**config.mk**
```make
export PLATFORM = sky130hd
export DESIGN_NAME = vga_tmds_encoder_flat
export DESIGN_NICKNAME = d
export VERILOG_FILES = /design/src/rtl/vga_tmds_encoder_pkg.sv /design/src/rtl/vga_tmds_encoder_if.sv /design/src/rtl/vga_tmds_encoder_channel.sv /design/src/rtl/vga_tmds_encoder.sv /design/src/flat_wrapper.sv
export SDC_FILE = /design/constraint.sdc
export NUM_CORES = 1
export LEC_CHECK = 0
export BUFFER_PORTS_ARGS = -buffer_cell sky130_fd_sc_hd__buf_2
export CAP_MARGIN = 20
export CORE_ASPECT_RATIO = 1.5
export CORE_MARGIN = 3
export CORE_UTILIZATION = 40
export CTS_CLUSTER_SIZE = 14
export DETAILED_ROUTE_END_ITERATION = 8
export HOLD_SLACK_MARGIN = 0.06
export RECOVER_POWER = 100
export SYNTH_ARGS = -nofsm -noshare
export SYNTH_HDL_FRONTEND = slang
export SYNTH_SLANG_ARGS = --single-unit
```
**constraint.sdc**
```tcl
create_clock -name pixel_clk -period 6.4 [get_ports pixel_clk]
set_clock_uncertainty 0.2 [all_clocks]
set_input_delay 1.28 -clock pixel_clk [delete_from_list [all_inputs] [get_ports pixel_clk]]
set_output_delay 1.28 -clock pixel_clk [all_outputs]
set_load 0.02 [all_outputs]
```
**src/rtl/vga_tmds_encoder_pkg.sv**
```systemverilog
// Shared constants, pixel bundle type and 8b/10b helper functions for the
// VGA-to-TMDS encoder.
package vga_tmds_encoder_pkg;

  localparam int unsigned TMDS_W    = 10;
  localparam int unsigned PIX_W     = 8;
  localparam int unsigned DEF_CNT_W = 5;

  localparam logic [TMDS_W-1:0] CTRL_TOKEN_00 = 10'b1101010100;
  localparam logic [TMDS_W-1:0] CTRL_TOKEN_01 = 10'b0010101011;
  localparam logic [TMDS_W-1:0] CTRL_TOKEN_10 = 10'b0101010100;
  localparam logic [TMDS_W-1:0] CTRL_TOKEN_11 = 10'b1010101011;

  typedef struct packed {
    logic [PIX_W-1:0] r;
    logic [PIX_W-1:0] g;
    logic [PIX_W-1:0] b;
    logic             blank;
    logic             hsync;
    logic             vsync;
  } vga_pix_t;

  localparam vga_pix_t VGA_PIX_RST = '{r: '0, g: '0, b: '0,
                                       blank: 1'b1, hsync: 1'b0, vsync: 1'b0};

  function automatic logic [3:0] popcount8(input logic [PIX_W-1:0] v);
    logic [3:0] n;
    n = '0;
    for (int i = 0; i < 8; i++) n = n + 4'(v[i]);
    return n;
  endfunction

  // Transition-minimising stage: bit 8 set means the XOR chain was used.
  function automatic logic [8:0] tmds_minimize(input logic [PIX_W-1:0] d);
    logic [8:0] qm;
    logic [3:0] n1;
    logic       use_xnor;
    n1       = popcount8(d);
    use_xnor = (n1 > 4'd4) || ((n1 == 4'd4) && !d[0]);
    qm[0]    = d[0];
    for (int i = 1; i < 8; i++) begin
      qm[i] = use_xnor ? ~(qm[i-1] ^ d[i]) : (qm[i-1] ^ d[i]);
    end
    qm[8] = ~use_xnor;
    return qm;
  endfunction

  function automatic logic [TMDS_W-1:0] ctrl_token(input logic [1:0] c);
    case (c)
      2'b00:   return CTRL_TOKEN_00;
      2'b01:   return CTRL_TOKEN_01;
      2'b10:   return CTRL_TOKEN_10;
      default: return CTRL_TOKEN_11;
    endcase
  endfunction

endpackage

```
**src/rtl/vga_tmds_encoder_if.sv**
```systemverilog
// Pixel-in / symbol-out bundle between the retiming stage and the TMDS encoder.
// Passthrough VGA outputs exist only when VGA_PASSTHRU_EN is defined.
interface vga_tmds_encoder_if;
  import vga_tmds_encoder_pkg::*;

  logic [PIX_W-1:0]  R_in;
  logic [PIX_W-1:0]  G_in;
  logic [PIX_W-1:0]  B_in;
  logic              blank_in;
  logic              hsync_in;
  logic              vsync_in;
  logic [TMDS_W-1:0] tmds_red;
  logic [TMDS_W-1:0] tmds_green;
  logic [TMDS_W-1:0] tmds_blue;

`ifdef VGA_PASSTHRU_EN
  logic [PIX_W-1:0]  R_out;
  logic [PIX_W-1:0]  G_out;
  logic [PIX_W-1:0]  B_out;
  logic              blank_out;
  logic              hsync_out;
  logic              vsync_out;

  modport master (output R_in, G_in, B_in, blank_in, hsync_in, vsync_in,
                  input  tmds_red, tmds_green, tmds_blue,
                  input  R_out, G_out, B_out, blank_out, hsync_out, vsync_out);
  modport slave  (input  R_in, G_in, B_in, blank_in, hsync_in, vsync_in,
                  output tmds_red, tmds_green, tmds_blue,
                  output R_out, G_out, B_out, blank_out, hsync_out, vsync_out);
`else
  modport master (output R_in, G_in, B_in, blank_in, hsync_in, vsync_in,
                  input  tmds_red, tmds_green, tmds_blue);
  modport slave  (input  R_in, G_in, B_in, blank_in, hsync_in, vsync_in,
                  output tmds_red, tmds_green, tmds_blue);
`endif

endinterface

```
**src/rtl/vga_tmds_encoder_channel.sv**
```systemverilog
// Single TMDS channel: stage 1 transition minimisation, stage 2 DC balancing
// with a signed running-disparity counter; control tokens while blanked.
module tmds_channel_encoder
  import vga_tmds_encoder_pkg::*;
#(
  parameter int unsigned CNT_W = DEF_CNT_W
) (
  input  logic              pixel_clk,
  input  logic              reset,
  input  logic [PIX_W-1:0]  d,
  input  logic              blank,
  input  logic [1:0]        ctrl,
  output logic [TMDS_W-1:0] q
);

  localparam logic signed [CNT_W-1:0] CNT_ZERO = '0;
  localparam logic signed [CNT_W-1:0] CNT_TWO  = CNT_W'(2);

  logic [8:0]               qm_q;
  logic                     blank_q;
  logic [1:0]               ctrl_q;
  logic signed [CNT_W-1:0]  cnt_q, cnt_d;
  logic [TMDS_W-1:0]        q_d;
  logic [3:0]               n1;
  logic signed [CNT_W-1:0]  diff;
  logic                     qm8;

  // Stage 1 register: minimised word plus aligned blank/ctrl.
  always_ff @(posedge pixel_clk) begin
    if (reset) begin
      qm_q    <= '0;
      blank_q <= 1'b1;
      ctrl_q  <= 2'b00;
    end else begin
      qm_q    <= tmds_minimize(d);
      blank_q <= blank;
      ctrl_q  <= ctrl;
    end
  end

  // Stage 2 DC balancing; diff is the n1-n0 imbalance of q_m[7:0].
  always_comb begin
    q_d   = ctrl_token(ctrl_q);
    cnt_d = CNT_ZERO;
    qm8   = qm_q[8];
    n1    = popcount8(qm_q[7:0]);
    diff  = CNT_W'({n1, 1'b0}) - CNT_W'(8);
    if (!blank_q) begin
      if ((cnt_q == CNT_ZERO) || (n1 == 4'd4)) begin
        q_d   = {~qm8, qm8, qm8 ? qm_q[7:0] : ~qm_q[7:0]};
        cnt_d = qm8 ? (cnt_q + diff) : (cnt_q - diff);
      end else if (((cnt_q > CNT_ZERO) && (n1 > 4'd4)) ||
                   ((cnt_q < CNT_ZERO) && (n1 < 4'd4))) begin
        q_d   = {1'b1, qm8, ~qm_q[7:0]};
        cnt_d = cnt_q - diff + (qm8 ? CNT_TWO : CNT_ZERO);
      end else begin
        q_d   = {1'b0, qm8, qm_q[7:0]};
        cnt_d = cnt_q + diff - (qm8 ? CNT_ZERO : CNT_TWO);
      end
    end
  end

  always_ff @(posedge pixel_clk) begin
    if (reset) begin
      q     <= CTRL_TOKEN_00;
      cnt_q <= CNT_ZERO;
    end else begin
      q     <= q_d;
      cnt_q <= cnt_d;
    end
  end

endmodule

```
**src/rtl/vga_tmds_encoder.sv**
```systemverilog
// DVI 8b/10b encoder for the three colour channels, sync carried on blue.
// Optional macro VGA_PASSTHRU_EN adds a 2-clock aligned VGA passthrough.
module vga_tmds_encoder
  import vga_tmds_encoder_pkg::*;
#(
  parameter int unsigned CNT_W        = DEF_CNT_W,
  parameter bit          SYNC_ON_BLUE = 1'b1
) (
  input  logic              pixel_clk,
  input  logic              reset,
  vga_tmds_encoder_if.slave bus
);

  logic [1:0] blue_ctrl_c;

  assign blue_ctrl_c = SYNC_ON_BLUE ? {bus.vsync_in, bus.hsync_in} : 2'b00;

  tmds_channel_encoder #(.CNT_W(CNT_W)) u_red (
    .pixel_clk (pixel_clk),
    .reset     (reset),
    .d         (bus.R_in),
    .blank     (bus.blank_in),
    .ctrl      (2'b00),
    .q         (bus.tmds_red)
  );

  tmds_channel_encoder #(.CNT_W(CNT_W)) u_green (
    .pixel_clk (pixel_clk),
    .reset     (reset),
    .d         (bus.G_in),
    .blank     (bus.blank_in),
    .ctrl      (2'b00),
    .q         (bus.tmds_green)
  );

  tmds_channel_encoder #(.CNT_W(CNT_W)) u_blue (
    .pixel_clk (pixel_clk),
    .reset     (reset),
    .d         (bus.B_in),
    .blank     (bus.blank_in),
    .ctrl      (blue_ctrl_c),
    .q         (bus.tmds_blue)
  );

`ifdef VGA_PASSTHRU_EN
  vga_pix_t pix_d, pix1_q, pix2_q;

  assign pix_d = '{r: bus.R_in, g: bus.G_in, b: bus.B_in, blank: bus.blank_in,
                   hsync: bus.hsync_in, vsync: bus.vsync_in};

  // Two-deep delay line keeps the DAC feed aligned with the symbols.
  always_ff @(posedge pixel_clk) begin
    if (reset) begin
      pix1_q <= VGA_PIX_RST;
      pix2_q <= VGA_PIX_RST;
    end else begin
      pix1_q <= pix_d;
      pix2_q <= pix1_q;
    end
  end

  assign bus.R_out     = pix2_q.r;
  assign bus.G_out     = pix2_q.g;
  assign bus.B_out     = pix2_q.b;
  assign bus.blank_out = pix2_q.blank;
  assign bus.hsync_out = pix2_q.hsync;
  assign bus.vsync_out = pix2_q.vsync;
`endif

endmodule

```
**src/flat_wrapper.sv**
```systemverilog
// flat-port wrapper written by rule: the top's interface ports become plain ports
module vga_tmds_encoder_flat import vga_tmds_encoder_pkg::*;
#(
  parameter int unsigned CNT_W        = DEF_CNT_W,
  parameter bit          SYNC_ON_BLUE = 1'b1
)
  (pixel_clk, reset, bus_R_in, bus_G_in, bus_B_in, bus_blank_in, bus_hsync_in, bus_vsync_in, bus_tmds_red, bus_tmds_green, bus_tmds_blue);
  vga_tmds_encoder_if bus_i ();
  input  logic pixel_clk;
  input  logic reset;
  input wire logic [$bits(bus_i.R_in)-1:0] bus_R_in;
  input wire logic [$bits(bus_i.G_in)-1:0] bus_G_in;
  input wire logic [$bits(bus_i.B_in)-1:0] bus_B_in;
  input wire logic [$bits(bus_i.blank_in)-1:0] bus_blank_in;
  input wire logic [$bits(bus_i.hsync_in)-1:0] bus_hsync_in;
  input wire logic [$bits(bus_i.vsync_in)-1:0] bus_vsync_in;
  output wire logic [$bits(bus_i.tmds_red)-1:0] bus_tmds_red;
  output wire logic [$bits(bus_i.tmds_green)-1:0] bus_tmds_green;
  output wire logic [$bits(bus_i.tmds_blue)-1:0] bus_tmds_blue;
  assign bus_i.R_in = bus_R_in;
  assign bus_i.G_in = bus_G_in;
  assign bus_i.B_in = bus_B_in;
  assign bus_i.blank_in = bus_blank_in;
  assign bus_i.hsync_in = bus_hsync_in;
  assign bus_i.vsync_in = bus_vsync_in;
  assign bus_tmds_red = bus_i.tmds_red;
  assign bus_tmds_green = bus_i.tmds_green;
  assign bus_tmds_blue = bus_i.tmds_blue;
  vga_tmds_encoder #(.CNT_W(CNT_W), .SYNC_ON_BLUE(SYNC_ON_BLUE)) u_core (.pixel_clk(pixel_clk), .reset(reset), .bus(bus_i));
endmodule
```
# Word level (Yosys, flattened, before mapping)
# Cells that the tools add are included.
[op_classes] n_addsub=57 n_lt_le_gt_ge=15 eq_ne=8 n_mux=47 bitwise=51 n_reduce_logical=26
[op_table] operator="4-bit by 1-bit adder with 4-bit output" count=24
[op_table] operator="10-bit two-way mux" count=7
[op_table] operator="5-bit two-way mux" count=9
[op_table] operator="10-bit case mux with 3 select lines" count=1
[op_table] operator="1-bit inverter" count=27
[op_table] operator="3-bit by 1-bit adder with 4-bit output" count=6
[op_table] operator="4-bit by 3-bit == test with 1-bit output, second input constant" count=6
[op_table] operator="4-bit by 3-bit greater-than comparator with 1-bit output, second input constant" count=6
[op_table] operator="8-bit two-way mux" count=3
[op_table] operator="8-bit inverter" count=3
[op_table] operator="1-bit two-way mux" count=21
[op_table] operator="1-bit bitwise XOR" count=21
[op_table] operator="2-bit by 1-bit adder with 3-bit output" count=6
[op_table] operator="5-bit by 3-bit adder with 5-bit output" count=3
[op_table] operator="5-bit adder" count=3
[op_table] operator="5-bit by 1-bit greater-than comparator with 1-bit output, second input constant" count=3
[op_table] operator="5-bit logical NOT" count=3
[op_table] operator="5-bit by 1-bit less-than comparator with 1-bit output, second input constant" count=3
[op_table] operator="5-bit by 3-bit subtractor with 5-bit output" count=3
[op_table] operator="5-bit by 4-bit subtractor with 5-bit output, second input constant" count=3
[op_table] operator="5-bit subtractor" count=3
[op_table] operator="1-bit by 1-bit adder with 2-bit output" count=6
[op_table] operator="4-bit by 3-bit less-than comparator with 1-bit output, second input constant" count=3
[op_table] operator="2-bit two-way mux" count=6
[op_table] operator="7 further kinds" count=25
[totals] ff_bits=75 in_bits=29 word_cells=215

# Logic depth before layout (Yosys ltp)
[logic_depth] depth_word=29 ltp_mapped=15

# Cells and area by module
# From an unflattened synthesis, not the netlist that was laid out.
[hier_totals] cells_unflattened=619 area_unflattened_um2=5761.8
[by_module_without_submodules] module="tmds_channel_encoder at u_core.u_green" n_inst=1 cells_per_inst=210 area_per_inst_um2=1966.9
[by_module_without_submodules] module="tmds_channel_encoder at u_core.u_red" n_inst=1 cells_per_inst=211 area_per_inst_um2=1948.1
[by_module_without_submodules] module="tmds_channel_encoder at u_core.u_blue" n_inst=1 cells_per_inst=197 area_per_inst_um2=1843.0
[by_module_without_submodules] module="vga_tmds_encoder" n_inst=1 cells_per_inst=1 area_per_inst_um2=3.8

# Worst setup path before layout
# Ideal clock, no wire load.
[synth_path] kind="input -> register" start="in bus_B_in[0]" end="reg u_core.u_blue.qm_q[7]" setup_time_ps=65 t_arrival_ps=4465 required_ps=6135 setup_slack_ps=1670 cell_stages=12 path_cell_list="inv_1 fa_1 fa_1 fa_1 inv_1 ha_1 fa_1 nor3b_1 o21ai_0 a21oi_2 xnor3_1 nor2_1"
[synth_via] elab_chain_cells=29
[synth_lines] element="start, declared" line="flat_wrapper.sv:13" rtl="input wire logic [$bits(bus_i.B_in)-1:0] bus_B_in;"
[synth_lines] element="parallel branches: the longest is 28 deep, another holds 3-bit by 1-bit adder with 4-bit output"
[synth_lines] element="1-bit two-way mux (*)" line="vga_tmds_encoder_pkg.sv:42" rtl="qm[i] = use_xnor ? ~(qm[i-1] ^ d[i]) : (qm[i-1] ^ d[i]);"
[synth_lines] element="end signal, assigned" line="vga_tmds_encoder_channel.sv:35" rtl="qm_q <= tmds_minimize(d);"
[synth_lines] element="end, declared" line="vga_tmds_encoder_channel.sv:19" rtl="logic [8:0] qm_q;"
# Mark *: on every way between the ends.
# A chain may end at the register's enable or synchronous reset.

# Worst setup path after layout
[layout_path] start="reg u_core.u_green.qm_q[0]" end="reg u_core.u_green.q[2]"
[layout_via] elab_chain_cells=12
[layout_lines] element="start, declared" line="vga_tmds_encoder_channel.sv:19"
[layout_lines] element="start signal, assigned" line="vga_tmds_encoder_channel.sv:35"
[layout_lines] element="1-bit by 1-bit adder with 2-bit output (*)" line="vga_tmds_encoder_pkg.sv:29" rtl="for (int i = 0; i < 8; i++) n = n + 4'(v[i]);"
[layout_lines] element="2-bit by 1-bit adder with 3-bit output (*)" line="vga_tmds_encoder_pkg.sv:29"
[layout_lines] element="3-bit by 1-bit adder with 4-bit output (*)" line="vga_tmds_encoder_pkg.sv:29"
[layout_lines] element="4-bit by 1-bit adder with 4-bit output (*) (4 in a row)" line="vga_tmds_encoder_pkg.sv:29"
[layout_lines] element="4-bit by 3-bit greater-than comparator with 1-bit output / 4-bit by 3-bit less-than comparator with 1-bit output (equally long branches)" line="vga_tmds_encoder_channel.sv:52, vga_tmds_encoder_channel.sv:53"
[layout_lines] element="1-bit logical AND (on tied branches)" line="vga_tmds_encoder_channel.sv:52, vga_tmds_encoder_channel.sv:53"
[layout_lines] element="1-bit logical OR" line="vga_tmds_encoder_channel.sv:52" rtl="end else if (((cnt_q > CNT_ZERO) && (n1 > 4'd4)) ||"
[layout_lines] element="10-bit two-way mux" line="vga_tmds_encoder_channel.sv:52"
[layout_lines] element="10-bit two-way mux (*)" line="vga_tmds_encoder_channel.sv:49" rtl="if ((cnt_q == CNT_ZERO) || (n1 == 4'd4)) begin"
[layout_lines] element="end signal, assigned" line="vga_tmds_encoder_channel.sv:68" rtl="q <= q_d;"
[layout_lines] element="end, declared" line="vga_tmds_encoder_channel.sv:13" rtl="output logic [TMDS_W-1:0] q"
# Mark *: on every way between the ends. The rest lies on a longest branch, timed or not.

==> metrics.md <==
| Metric | Value |
|---|---|
| Hold-fix buffers, CTS | 0 |
| Die height | 145.8 µm |
| Post-synthesis sequential area ratio | 0.2765 |
| # port buffers | 58 |
| Vias in the first global route | 3894 |
| Most frequent cells in the layout | inv_1 (89), dfxtp_1 (72), ha_1 (67) |
| CTS buffer count | 9 |
| Largest area contributor in the netlist | dfxtp_1 |
| Slew margin rel. | 0.1263 |
| Clk Tree Root Cell | clkbuf_16 |
| Crit path max fanout | 10 |
| Via count | 3642 |
| Nets | 721 |
| Die W | 99.21 µm |
| Synth Net Count | 661 |
| Final Setup Violations | 0 |
| Full die area | 0.01447 mm² |
| Most frequently used flop master after synthesis | dfxtp_1 |
| Hold Crit Class | reg -> reg |
| GR Util met2 | 0.2823 |
| Clock latency on the worst-skew pair | 0.33 ns |
| Initial Utilization | 0.4125 |
| Total area of sequential cells | 0.001441 mm² |
| GRT overflow | 0 |
| Total wire length | 10060 µm |
| Routability cong. | 0.7885 |
| RSZ-0062 raised after global routing | false |
| Synthesized area | 0.005212 mm² |
| Largest net degree at the start of global routing | 31 |
| Diodes inserted | 0 |
| Setup Crit Path Kind | reg -> reg |
| Max Fclk | 190.8 MHz |
| Clk buf depth | 2 |
| Post-route DRC | 0 |
| Initial antenna violation count | 0 |
| Post-synth EDFFs | 0 |
| Syn Inst Count | 535 |
| Syn Area/Cell | 9.743 µm² |
| Slew @ Worst Pin | 1.311 ns |
| I/O Pins | 59 |
| Hold Violations, Final | 0 |
| Met1 GRT Util | 0.1547 |
| Setup repair bufs after CTS | 0 |
| HPWL Detailed | 8171 µm |
| Post-route ant nets | 0 |
| Routed len/inst | 13.31 µm |
| First-pass GRT wire length | 17170 µm |
| Fillers | 1229 |
| Unique masters post-synth | 49 |
| Drt pass-1 iters | 4 |
| Share of layout cells above drive strength 1 | 0.09000 |
| Multi-input gate area | 0.003329 mm² |
| Top cell type's share of synthesized area | 0.2765 |
| Synthesis warning total | 0 |
| Synth async-reset ratio | 0 |
| Clk pin slew, worst setup/hold paths | 0.06 ns |
| Maximum capacitance violations | 0 |
| # resized after CTS | 0 |
| Clk sinks | 72 |
| Worst EP required | 6.38 ns |
| Core Region | 0.01264 mm² |
| Top post-synthesis cells by area | dfxtp_1 (28%), ha_1 (16%), fa_1 (12%) |
| H-tree depth | 3 |
| Total GRT Usage | 0.1465 |
| CTS tree | built |
| Fin crit share | 0.8191 |
| Commonest non-fill, non-tap cell in the layout | inv_1 |
| Synthesis-to-layout area growth | 13.18% |
| GRT met3 Usage | 0.03357 |
| Post-synthesis register bit count | 72 |
| Initial DRC Count | 77 |
| Fin Setup TNS | 0 ns |
| Fin. max-slew vios | 0 |
| Via density | 4.817 |
| Final Critical Period | 5.242 ns |
| # rows | 50 |
| CP startpoint kind | flop |
| CP arrival | 5.22 ns |
| Top Usage Layer GRT | met2 |
| Status | completed |
| CP Capture Type | flop |
[registers in the layout, indices dropped and copies added (netlist names)]
name and count:
u_core.u_green.cnt_q 4, u_core.u_red.q 10, u_core.u_blue.qm_q 9, u_core.u_red.qm_q 9
u_core.u_green.q 10, u_core.u_blue.ctrl_q 2, u_core.u_blue.q 10, u_core.u_green.blank_q 1
u_core.u_green.qm_q 9, u_core.u_blue.cnt_q 4, u_core.u_red.cnt_q 4
[final timing paths]
path | slack [ns] | endpoint | depth (start not counted) | startpoint
worst max register to register | 1.16 | u_core.u_green.q[2]$_SDFF_PP1_ | 15 | u_core.u_green.qm_q[0]$_SDFF_PP0_
worst min-delay path | 0.29 | u_core.u_red.q[6]$_SDFF_PP1_ | 2 | u_core.u_red.qm_q[6]$_SDFF_PP0_
worst max-delay path | 1.16 | u_core.u_green.q[2]$_SDFF_PP1_ | 15 | u_core.u_green.qm_q[0]$_SDFF_PP0_
worst min register to register | 0.29 | u_core.u_red.q[6]$_SDFF_PP1_ | 2 | u_core.u_red.qm_q[6]$_SDFF_PP0_
[cell families after synthesis]
group	share of synthesized area
flops	0.2765
mux	0.02712
buf+inv	0.07225
simple gates	0.08929
fa+ha+maj	0.2760
xor+xnor	0.1579
compound gates	0.1008
[cell type report]
type,instances,area share
clock buffer,9,0.03818
clock inverter,7,0.02015
inverter,89,0.05663
multi-input combinational,364,0.5644
sequential,72,0.2443
tap,156,0.03309
timing repair buffer,59,0.04327
[routing by layer]
layer  part of all wire  vias up
met3              0.041       11
met2               0.55       73
met1               0.39     1731
met5                  0        -
met4              0.015        0
li1                   -     1827
[stage by stage]
stage / util / cells / hold slack [ns] / setup slack, ns / area (µm²)
6_report: 0.4668 / 756 / 0.2932 / 1.158 / 5899
4_1_cts: 0.4753 / 756 / 0.2978 / 1.496 / 6007
2_1_floorplan: - / 535 / 0.2652 / 1.670 / 5213
3_3_place_gp: 0.4481 / 740 / 0.2834 / 1.444 / 5663
5_1_grt: 0.4668 / 756 / 0.3225 / 0.7893 / 5899
3_5_place_dp: 0.4481 / 740 / 0.2818 / 1.324 / 5663
[Yosys cell counts (4+ instances only)]
cell type	instances
nor3b_1	5
nand2_1	26
nand3_1	5
and2_1	4
clkbuf_1	7
nor2_1	47
a21oi_1	15
a211oi_1	8
dfxtp_1	72
inv_1	89
o21ai_0	11
mux2i_1	4
xnor2_1	57
o211ai_1	7
o21ai_1	4
xor2_1	21
a21o_1	5
o21bai_1	5
fa_1	30
ha_1	67
xnor3_1	5
[critical path, stage by stage, from the launching register on]
cell	delay, ns
dfxtp_1	0.34
fa_1	0.54
inv_1	0.05
fa_1	0.50
fa_1	0.55
inv_1	0.04
ha_1	0.22
fa_1	0.38
xor2_1	0.30
inv_1	0.11
ha_1	0.21
mux2_2	0.27
a31oi_1	0.74
mux2i_4	0.31
xnor2_1	0.25
nand2_1	0.07
Power is not shown: default switching activity piles up to over one toggle a cycle in this logic, so the estimate is an artifact.
